--- src/rtl/cu_pkg.sv ---
// Shared definitions for the microprogrammed control unit.
//   n_sel_e    : next-state select encodings carried in each microinstruction
//   ST_*       : well-known control-state addresses
//   WD_W       : width of the MOC-wait watchdog counter (covers TIMEOUT up to 255)
package cu_pkg;

  typedef enum logic [2:0] {
    NS_DECODE = 3'b000,
    NS_INC    = 3'b001,
    NS_JUMP   = 3'b010,
    NS_CJUMP  = 3'b011,
    NS_WAIT   = 3'b100,
    NS_CALL   = 3'b101,
    NS_RET    = 3'b110,
    NS_HOLD   = 3'b111
  } n_sel_e;

  localparam logic [5:0] ST_FETCH     = 6'd0;
  localparam logic [5:0] ST_ENC_RESET = 6'd60;
  localparam logic [5:0] ST_FAULT     = 6'd62;
  localparam logic [5:0] ST_UNDEF     = 6'd63;

  localparam int unsigned WD_W = 8;

endpackage

--- src/rtl/moc_watchdog.sv ---
// MOC-wait watchdog: counts consecutive stalled cycles and flags a timeout
// on the TIMEOUT-th one.
//   clk     in  system clock
//   reset   in  synchronous active-high reset
//   wait_en in  high while the sequencer is stalled in a MOC wait
//   clear   in  restart counting (stall ended or left the wait)
//   timeout out high in the cycle that completes TIMEOUT stalled cycles
module moc_watchdog
  import cu_pkg::*;
#(
  parameter int unsigned TIMEOUT = 16
) (
  input  logic clk,
  input  logic reset,
  input  logic wait_en,
  input  logic clear,
  output logic timeout
);

  localparam logic [WD_W-1:0] LAST = WD_W'(TIMEOUT - 1);

  logic [WD_W-1:0] cnt_q;
  logic [WD_W-1:0] cnt_d;

  always_comb begin
    // NOTE: every always_comb output gets a default first so no path can infer a latch.
    cnt_d   = cnt_q + 1'b1;
    timeout = 1'b0;
    if (clear) begin
      cnt_d = '0;
    end else if (wait_en && cnt_q == LAST) begin
      timeout = 1'b1;
      cnt_d   = '0;
    end else if (!wait_en) begin
      cnt_d = cnt_q;
    end
  end

  // NOTE: sequential state uses non-blocking assignments so all flops update together.
  always_ff @(posedge clk) begin
    if (reset) cnt_q <= '0;
    else       cnt_q <= cnt_d;
  end

endmodule

--- src/rtl/microsequencer.sv ---
// Microprogrammed control-unit sequencer. Holds the current control state
// and selects the next one from decode, increment, jump, conditional jump,
// MOC wait, one-level call/return or halt.
//   clk       in  system clock
//   reset     in  synchronous active-high reset
//   enc_state in  decoded start state from the instruction encoder
//   n_sel     in  next-state select field of the current microinstruction
//   cr_addr   in  target address field of the current microinstruction
//   inv       in  invert the condition for CJUMP
//   cond_true in  condition-code test result
//   moc       in  memory operation complete
//   state     out current control state (registered)
//   ret_addr  out one-level return register (registered)
//   moc_wait  out stalled in a MOC wait (combinational)
//   bus_fault out sticky MOC-timeout flag (registered)
//   undef     out one-cycle pulse after decoding UNDEF_CODE (registered)
module microsequencer
  import cu_pkg::*;
#(
  parameter logic [5:0]  RESET_STATE = ST_FETCH,
  parameter logic [5:0]  FAULT_STATE = ST_FAULT,
  parameter logic [5:0]  UNDEF_CODE  = ST_UNDEF,
  parameter int unsigned TIMEOUT     = 16
) (
  input  logic       clk,
  input  logic       reset,
  input  logic [5:0] enc_state,
  input  logic [2:0] n_sel,
  input  logic [5:0] cr_addr,
  input  logic       inv,
  input  logic       cond_true,
  input  logic       moc,
  output logic [5:0] state,
  output logic [5:0] ret_addr,
  output logic       moc_wait,
  output logic       bus_fault,
  output logic       undef
);

  logic [5:0] state_q, state_d;
  logic [5:0] ret_addr_q, ret_addr_d;
  logic       bus_fault_q, bus_fault_d;
  logic       undef_q, undef_d;
  logic [5:0] inc;
  logic       timeout;

  // Any cycle that is not a stall (left WAIT, or moc arrived) restarts the
  // count; during a stall the state cannot change except via the timeout.
  moc_watchdog #(.TIMEOUT(TIMEOUT)) u_watchdog (
    .clk     (clk),
    .reset   (reset),
    .wait_en (moc_wait),
    .clear   (!moc_wait),
    .timeout (timeout)
  );

  assign inc = state_q + 6'd1;

  // State register
  always_ff @(posedge clk) begin
    if (reset) begin
      state_q     <= RESET_STATE;
      ret_addr_q  <= '0;
      bus_fault_q <= 1'b0;
      undef_q     <= 1'b0;
    end else begin
      state_q     <= state_d;
      ret_addr_q  <= ret_addr_d;
      bus_fault_q <= bus_fault_d;
      undef_q     <= undef_d;
    end
  end

  // Next-state logic
  always_comb begin
    state_d     = state_q;
    ret_addr_d  = ret_addr_q;
    bus_fault_d = bus_fault_q;
    undef_d     = 1'b0;
    unique case (n_sel_e'(n_sel))
      NS_DECODE: begin
        state_d = enc_state;
        undef_d = (enc_state == UNDEF_CODE);
      end
      NS_INC:   state_d = inc;
      NS_JUMP:  state_d = cr_addr;
      NS_CJUMP: state_d = (cond_true ^ inv) ? cr_addr : inc;
      NS_WAIT: begin
        if (moc) begin
          state_d = inc;
        end else if (timeout) begin
          state_d     = FAULT_STATE;
          bus_fault_d = 1'b1;
        end
      end
      NS_CALL: begin
        ret_addr_d = inc;
        state_d    = cr_addr;
      end
      NS_RET:  state_d = ret_addr_q;
      NS_HOLD: state_d = state_q;
      default: state_d = state_q;
    endcase
  end

  // Outputs
  always_comb begin
    moc_wait  = (n_sel_e'(n_sel) == NS_WAIT) && !moc;
    state     = state_q;
    ret_addr  = ret_addr_q;
    bus_fault = bus_fault_q;
    undef     = undef_q;
  end

endmodule

--- config.mk ---
export PLATFORM = sky130hd
export DESIGN_NAME = microsequencer
export DESIGN_NICKNAME = d
export VERILOG_FILES = /design/src/rtl/cu_pkg.sv /design/src/rtl/moc_watchdog.sv /design/src/rtl/microsequencer.sv
export SDC_FILE = /design/constraint.sdc
export NUM_CORES = 1
export LEC_CHECK = 0
export ABC_AREA = 1
export BUFFER_PORTS_ARGS = -buffer_cell sky130_fd_sc_hd__buf_2
export CAP_MARGIN = 20
export CORE_MARGIN = 8
export CORE_UTILIZATION = 47
export DETAILED_ROUTE_END_ITERATION = 12
export GPL_TIMING_DRIVEN = 0
export PLACE_DENSITY_LB_ADDON = 0.12
export SLEW_MARGIN = 10
export SYNTH_ARGS = -nofsm -noshare
export SYNTH_HDL_FRONTEND = slang
export SYNTH_SLANG_ARGS = --single-unit
--- constraint.sdc ---
create_clock -name clk -period 1.25 [get_ports clk]
set_clock_uncertainty 0.05 [all_clocks]
set_input_delay 0.1875 -clock clk [delete_from_list [all_inputs] [get_ports clk]]
set_output_delay 0.1875 -clock clk [all_outputs]
set_load 0.01 [all_outputs]
==> impl_metrics.env, run 1 <==
export IMPL_status="finished with violations"
export IMPL_violations="setup timing"
export IMPL_initial_core_util_pct=49.0
export IMPL_pwr_density_cell_nw_per_um2=955
export IMPL_syn_num_nets=224
export IMPL_yosys_area_share_simple_pct=40.5
export IMPL_synth_main_ff_cell="dfxtp_1"
export IMPL_whs_ps=71.6
export IMPL_grt_first_pass_wirelength_mm=5.41
export IMPL_cts_sinks=22
export IMPL_core_um2=2730
export IMPL_synth_area_leaders="dfxtp_1, nand2_1, nor2_1, nand3_1, inv_1"
export IMPL_area_growth_pct=30.3
export IMPL_critical_path_class="register to register"
export IMPL_cpPeakStageDelay_ps=380
export IMPL_max_freq_mhz=681
export IMPL_synth_most_common_cell="nand2_1"
export IMPL_post_route_period_util_pct=118
export IMPL_synth_cell_types=27
export IMPL_synthTopCellsByCount="nand2_1, nor2_1, inv_1"
export IMPL_dieArea_um2=4820
export IMPL_rows=19
export IMPL_cts_max_level=1
export IMPL_synth_compound_area_share_pct=9.52
export IMPL_cts_tree="yes"
export IMPL_fillCellCount=254
export IMPL_ys_seq_elements=22
export IMPL_wl_per_cell_um=11.5
export IMPL_path_depth=10
export IMPL_drtIter0Drc=76
export IMPL_io_pins=35
export IMPL_n_antenna_cell=0
export IMPL_finalSetupViolations=15
export IMPL_postSynthAreaPerCell_um2=6.63
export IMPL_ff2ff_path_depth=10
export IMPL_r2r_start="u_watchdog.cnt_q[1]"
export IMPL_hold_viol=0
export IMPL_path_cells="ha_4 -> nand2_4 -> nor2_4 -> nand3_2 -> nand2_2 -> nand2_4 -> buf_12 -> nor2_4 -> nand2_2 -> a21oi_2"
export IMPL_route_detailed_drc=0
export IMPL_cp_required_ps=1450
export IMPL_synth_cells=202
export IMPL_rsz0062_at_grt="yes"
export IMPL_dr_pass1_iters=4
export IMPL_hp_class="input pin to register"
export IMPL_clk_latency_ps=310
export IMPL_synthXorXnorAreaFrac_pct=4.58
export IMPL_synth_seq_area_share_pct=32.9
export IMPL_startpoint_type="register"
export IMPL_r2r_slack_ps=-220
export IMPL_die_w_um=69.4
export IMPL_dp_final_hpwl_mm=2.45
export IMPL_ys_warn_count=0
export IMPL_synth_edf_count=0
export IMPL_drive_gt1_share_pct=33.2
export IMPL_ant_nets=0
export IMPL_min_path_cells=3
export IMPL_grt_pass1_vias=1282
export IMPL_ir_drop_uv=927
export IMPL_dieHeight_um=69.4
export IMPL_cp_top_family="simple AND/OR/NAND/NOR gates"
export IMPL_final_core_util_pct=63.8
export IMPL_clockBufferDepth=2
export IMPL_synth_area_leader_cell="dfxtp_1"
export IMPL_antenna_found_initial=0
export IMPL_cp_startpoint="u_watchdog.cnt_q[1]"
export IMPL_place_gp_congestion=0.778
export IMPL_finalNetCount=267
export IMPL_grt_max_degree=14
export IMPL_worst_pin_slew_ps=647
export IMPL_syn_area_um2=1340
export IMPL_vias=1278
export IMPL_arrival_ps=1670
export IMPL_fin_ws_ps=-219
export IMPL_maxCapViolCount=0
export IMPL_cpMaxStageDelayCell="dfxtp_2"
export IMPL_avgViaCountPerCell=4.65
export IMPL_routed_wl_mm=3.16
export IMPL_fin_crit_ps=1470
export IMPL_synthAdderAreaFrac_pct=1.87
export IMPL_p_leak_nw=0.865
export IMPL_globalRouteOverflowTotal=0
export IMPL_worstHoldStart="enc_state[2]"
export IMPL_root_buffer="clkbuf_4"
export IMPL_synth_top_family_by_area="simple AND/OR/NAND/NOR gates"
export IMPL_async_flop_share_pct=0
export IMPL_max_slew_margin_pct=56.9
export IMPL_muxShareOfSynthArea_pct=0
export IMPL_critPathCaptureType="register"
export IMPL_clk_pin_slew_ps=130
export IMPL_grt_use_total_pct=13.0
export IMPL_path_max_fanout=5
export IMPL_cts_buffers_inserted=3
export IMPL_synth_top_area_share_pct=32.9
export IMPL_maxSlewViolCount=0
export IMPL_path_buf_inv=1
export IMPL_io_buffer_count=32
==> flip-flops by register name, indices dropped and copies added (netlist names) <==
signal	flops
bus_fault	1
ret_addr	6
state	6
u_watchdog.cnt_q	8
undef	1
==> power by group <==
group          leakage [nW]  switching [W]  total, W  internal, W
logic                 0.656       0.000198  0.000342     0.000144
clock network        0.0279       0.000225  0.000549     0.000324
registers             0.181      0.0000397  0.000775     0.000735
total                 0.865       0.000463   0.00167      0.00120
==> cells in the final DEF (no fill, tap or decap), drive strengths merged <==
master / synthesis / routed
a21oi: 13 / 13
buf: 4 / 42
bufinv: 0 / 1
clkbuf: 1 / 4
clkinv: 1 / 1
dfxtp: 22 / 22
ha: 2 / 2
inv: 24 / 24
nand2: 53 / 53
nand3: 21 / 21
nand4: 1 / 1
nor2: 42 / 42
nor3: 2 / 2
nor3b: 1 / 1
o21ai: 8 / 8
xnor2: 2 / 2
xor2: 5 / 5
==> routing by layer <==
metal	track usage (%)	share of wire (%)	vias up	wire, µm
li1	-	-	713	-
met5	0	0	-	0
met1	15.6	47	540	1490
met4	1.37	0.51	0	16
met3	4.15	4.4	2	139
met2	22.4	48	23	1520
==> worst reg2reg max path: cells and delay by family, from the launching register on <==
kind                       cells  cell delay (ps)
and+or+nand+nor                7              550
DFF                            1              380
adders and majority gates      1              150
buffers and inverters          1              150
AOI/OAI and AO/OA              1              130
==> stage by stage <==
step / TNS (ps) / area, µm² / power (W) / worst slack, ps / cells
2_1_floorplan: -401 / 1370 / 0.000994 / -105 / 202
3_3_place_gp: -1190 / 1560 / 0.00110 / -189 / 265
3_5_place_dp: -1520 / 1560 / 0.00110 / -214 / 265
4_1_cts: -1970 / 1690 / 0.00168 / -188 / 274
5_1_grt: -3130 / 1750 / 0.00177 / -317 / 275
6_report: -1740 / 1750 / 0.00167 / -219 / 275
==> path summary, 6_finish.rpt <==
kind | end
hold / removal | undef
setup reg to reg | state[3]
hold reg to reg | bus_fault
setup / recovery | state[3]
==> repair_timing <==
| item | CTS | global route |
|---|---|---|
| pin swaps | 7 | 7 |
| hold endpoints to repair | 0 | 0 |
| setup endpoints to repair | 15 | 19 |
| cloned | 1 | 0 |
| buffers inserted | 4 | 3 |
| hold buffers | 0 | 0 |
| resized for setup | 7 | 13 |
==> final cells by class <==
type	instances	area, µm²	share of cell area (%)
buffer	5	47.5	2.72
clock buffer	3	22.5	1.29
clock inverter	1	30.0	1.72
inverter	25	95.1	5.45
multi-input combinational	150	843	48.3
sequential	22	447	25.6
tap	31	38.8	2.22
timing repair buffer	38	221	12.7
==> cell families after synthesis <==
group | count (synthesis)
compound gates | 21
xor+xnor | 7
fa+ha+maj | 2
buf+inv | 30
flops | 22
simple gates | 120
Note: power is estimated with default switching activity, not from simulation.
==> inputs of run 2 (changes only) <==
PLACE_DENSITY = 0.79   (was not set)
PLACE_DENSITY_LB_ADDON = not set   (was 0.12)
==> run 2 against run 1 <==
  * The flow still finishes with violations (setup timing)
  * Sequential share of layout area decreased by 0.71 points
  * Count of clock-buffer cells in the layout unchanged
  * Clock power down 0.7%
  * Core utilization rose by 2.0 points
  * Cell area grew 3.2%
  * Non-clock buffer count grew 2
  * Worst hold slack about the same
  * Largest cell class unchanged
==> impl_metrics.env, run 2 (same netlist as run 1, synthesis figures left out) <==
export IMPL_cts_sinks=22
export IMPL_ir_drop_uv=977
export IMPL_clockBufferDepth=2
export IMPL_cts_tree="yes"
export IMPL_dr_pass1_iters=4
export IMPL_max_freq_mhz=672
export IMPL_drive_gt1_share_pct=37.8
export IMPL_dp_final_hpwl_mm=2.53
export IMPL_post_route_period_util_pct=119
export IMPL_startpoint_type="register"
export IMPL_io_buffer_count=32
export IMPL_r2r_slack_ps=-240
export IMPL_r2r_start="u_watchdog.cnt_q[1]"
export IMPL_multiInputGateArea_um2=875
export IMPL_power_w=0.00168
export IMPL_grtUsageMet3_pct=5.01
export IMPL_path_max_fanout=5
export IMPL_maxSlewViolCount=0
export IMPL_grt_use_total_pct=13.4
export IMPL_layout_common_cells="nand2_1, buf_2, nor2_1"
export IMPL_finalSetupViolations=15
export IMPL_grt_max_degree=14
export IMPL_dieHeight_um=69.4
export IMPL_fin_crit_ps=1490
export IMPL_ff2ff_path_depth=10
export IMPL_max_slew_margin_pct=56.9
export IMPL_drtIter0Drc=51
export IMPL_placed_cell_area_um2=1560
export IMPL_fin_ws_ps=-239
export IMPL_largest_register="u_watchdog.cnt_q"
export IMPL_cp_startpoint="u_watchdog.cnt_q[1]"
export IMPL_dieArea_um2=4820
export IMPL_finalNetCount=269
export IMPL_crit_end="state[5]"
export IMPL_pwr_density_cell_nw_per_um2=934
export IMPL_finalSetupTns_ps=-2430
export IMPL_grt_use_met2_pct=24.6
export IMPL_io_pins=35
export IMPL_cts_max_level=1
export IMPL_root_buffer="clkbuf_4"
export IMPL_place_gp_congestion=0.777
export IMPL_route_detailed_drc=0
export IMPL_critPathCaptureType="register"
export IMPL_globalRouteOverflowTotal=0
export IMPL_rsz0062_at_grt="yes"
export IMPL_status="finished with violations"
export IMPL_maxCapViolCount=0
export IMPL_area_growth_pct=34.4
export IMPL_clk_pin_slew_ps=130
export IMPL_avgViaCountPerCell=4.87
export IMPL_final_common_cell="nand2_1"
export IMPL_arrival_ps=1620
export IMPL_rr_endpoint="state[5]"
export IMPL_grt_busiest_layer="met2"
export IMPL_seq_area_um2=448
export IMPL_grt_pass1_vias=1359
export IMPL_n_antenna_cell=0
export IMPL_routed_wl_mm=3.38
export IMPL_hp_class="input pin to register"
export IMPL_design_area_um2=1800
export IMPL_largest_reg_flops=8
export IMPL_violations="setup timing"
export IMPL_vias=1348
export IMPL_antenna_found_initial=0
export IMPL_cp_required_ps=1380
export IMPL_p_leak_nw=0.862
export IMPL_hold_viol=0
export IMPL_critical_path_class="register to register"
export IMPL_clk_latency_ps=310
export IMPL_fillCellCount=249
export IMPL_met1_usage_pct=14.4
export IMPL_worst_pin_slew_ps=646
export IMPL_initial_core_util_pct=49.0
export IMPL_rows=19
export IMPL_cts_buffers_inserted=3
export IMPL_die_w_um=69.4
export IMPL_ant_nets=0
export IMPL_wl_per_cell_um=12.2
export IMPL_core_um2=2730
export IMPL_grt_first_pass_wirelength_mm=5.58
## run 2: cell count changes in the layout (fill, tap and decap cells not counted), sizes merged
cell  change
buf       +2
## run 2: repair_timing
item / 4_1_cts / 5_1_grt
buffers inserted: 4 / 3
resized for setup: 9 / 21
gates cloned: 1 / 0
pin swaps: 6 / 9
hold buffers: 0 / 0
endpoints found under the setup margin: 15 / 19
## run 2: cell type report
type | instances | share of cell area [%]
Tap cell | 31 | 2.15
Clock buffer | 3 | 1.25
Sequential cell | 22 | 24.9
Buffer | 5 | 2.64
Timing Repair Buffer | 40 | 13.6
Multi-Input combinational cell | 150 | 48.6
Inverter | 25 | 5.28
Clock inverter | 1 | 1.67
## run 2: routing by layer
layer	up-vias	routed length, µm
li1	717	-
met1	599	1440
met2	30	1730
met3	2	198
met4	0	11
met5	-	0
## run 2: worst max-delay path: stages (launching register included)
cell	delay, ps
dfxtp_2	380
ha_4	150
nand2_4	50
nor2_4	110
nand3_2	80
nand2_2	90
nand2_4	70
buf_6	140
buf_16	130
nand2_2	50
a21oi_2	50
## run 2: power by group
part           internal, W  switching, W
registers         0.000736     0.0000371
logic             0.000152      0.000211
clock network     0.000324      0.000221
## run 2: through the flow
stage	hold slack (ps)	instances	worst slack [ps]	utilization, %
4_1_cts	74.4	274	-167	62.4
2_1_floorplan	271	202	-105	-
3_3_place_gp	381	265	-184	57.2
3_5_place_dp	382	265	-192	57.2
5_1_grt	63.0	277	-312	65.9
6_report	71.9	277	-239	65.9
## run 2: worst min-delay path by stage
| stage | startpoint | end | slack, ps | cells past startpoint |
|---|---|---|---|---|
| finish | enc_state[2] | undef | 70 | 3 |
| detailed placement | u_watchdog.cnt_q[0] | u_watchdog.cnt_q[0] | 380 | 1 |
| floorplan | enc_state[2] | undef | 270 | 2 |
| global route | enc_state[2] | undef | 60 | 3 |
| CTS | enc_state[2] | undef | 70 | 3 |
| global placement | u_watchdog.cnt_q[0] | u_watchdog.cnt_q[0] | 380 | 1 |
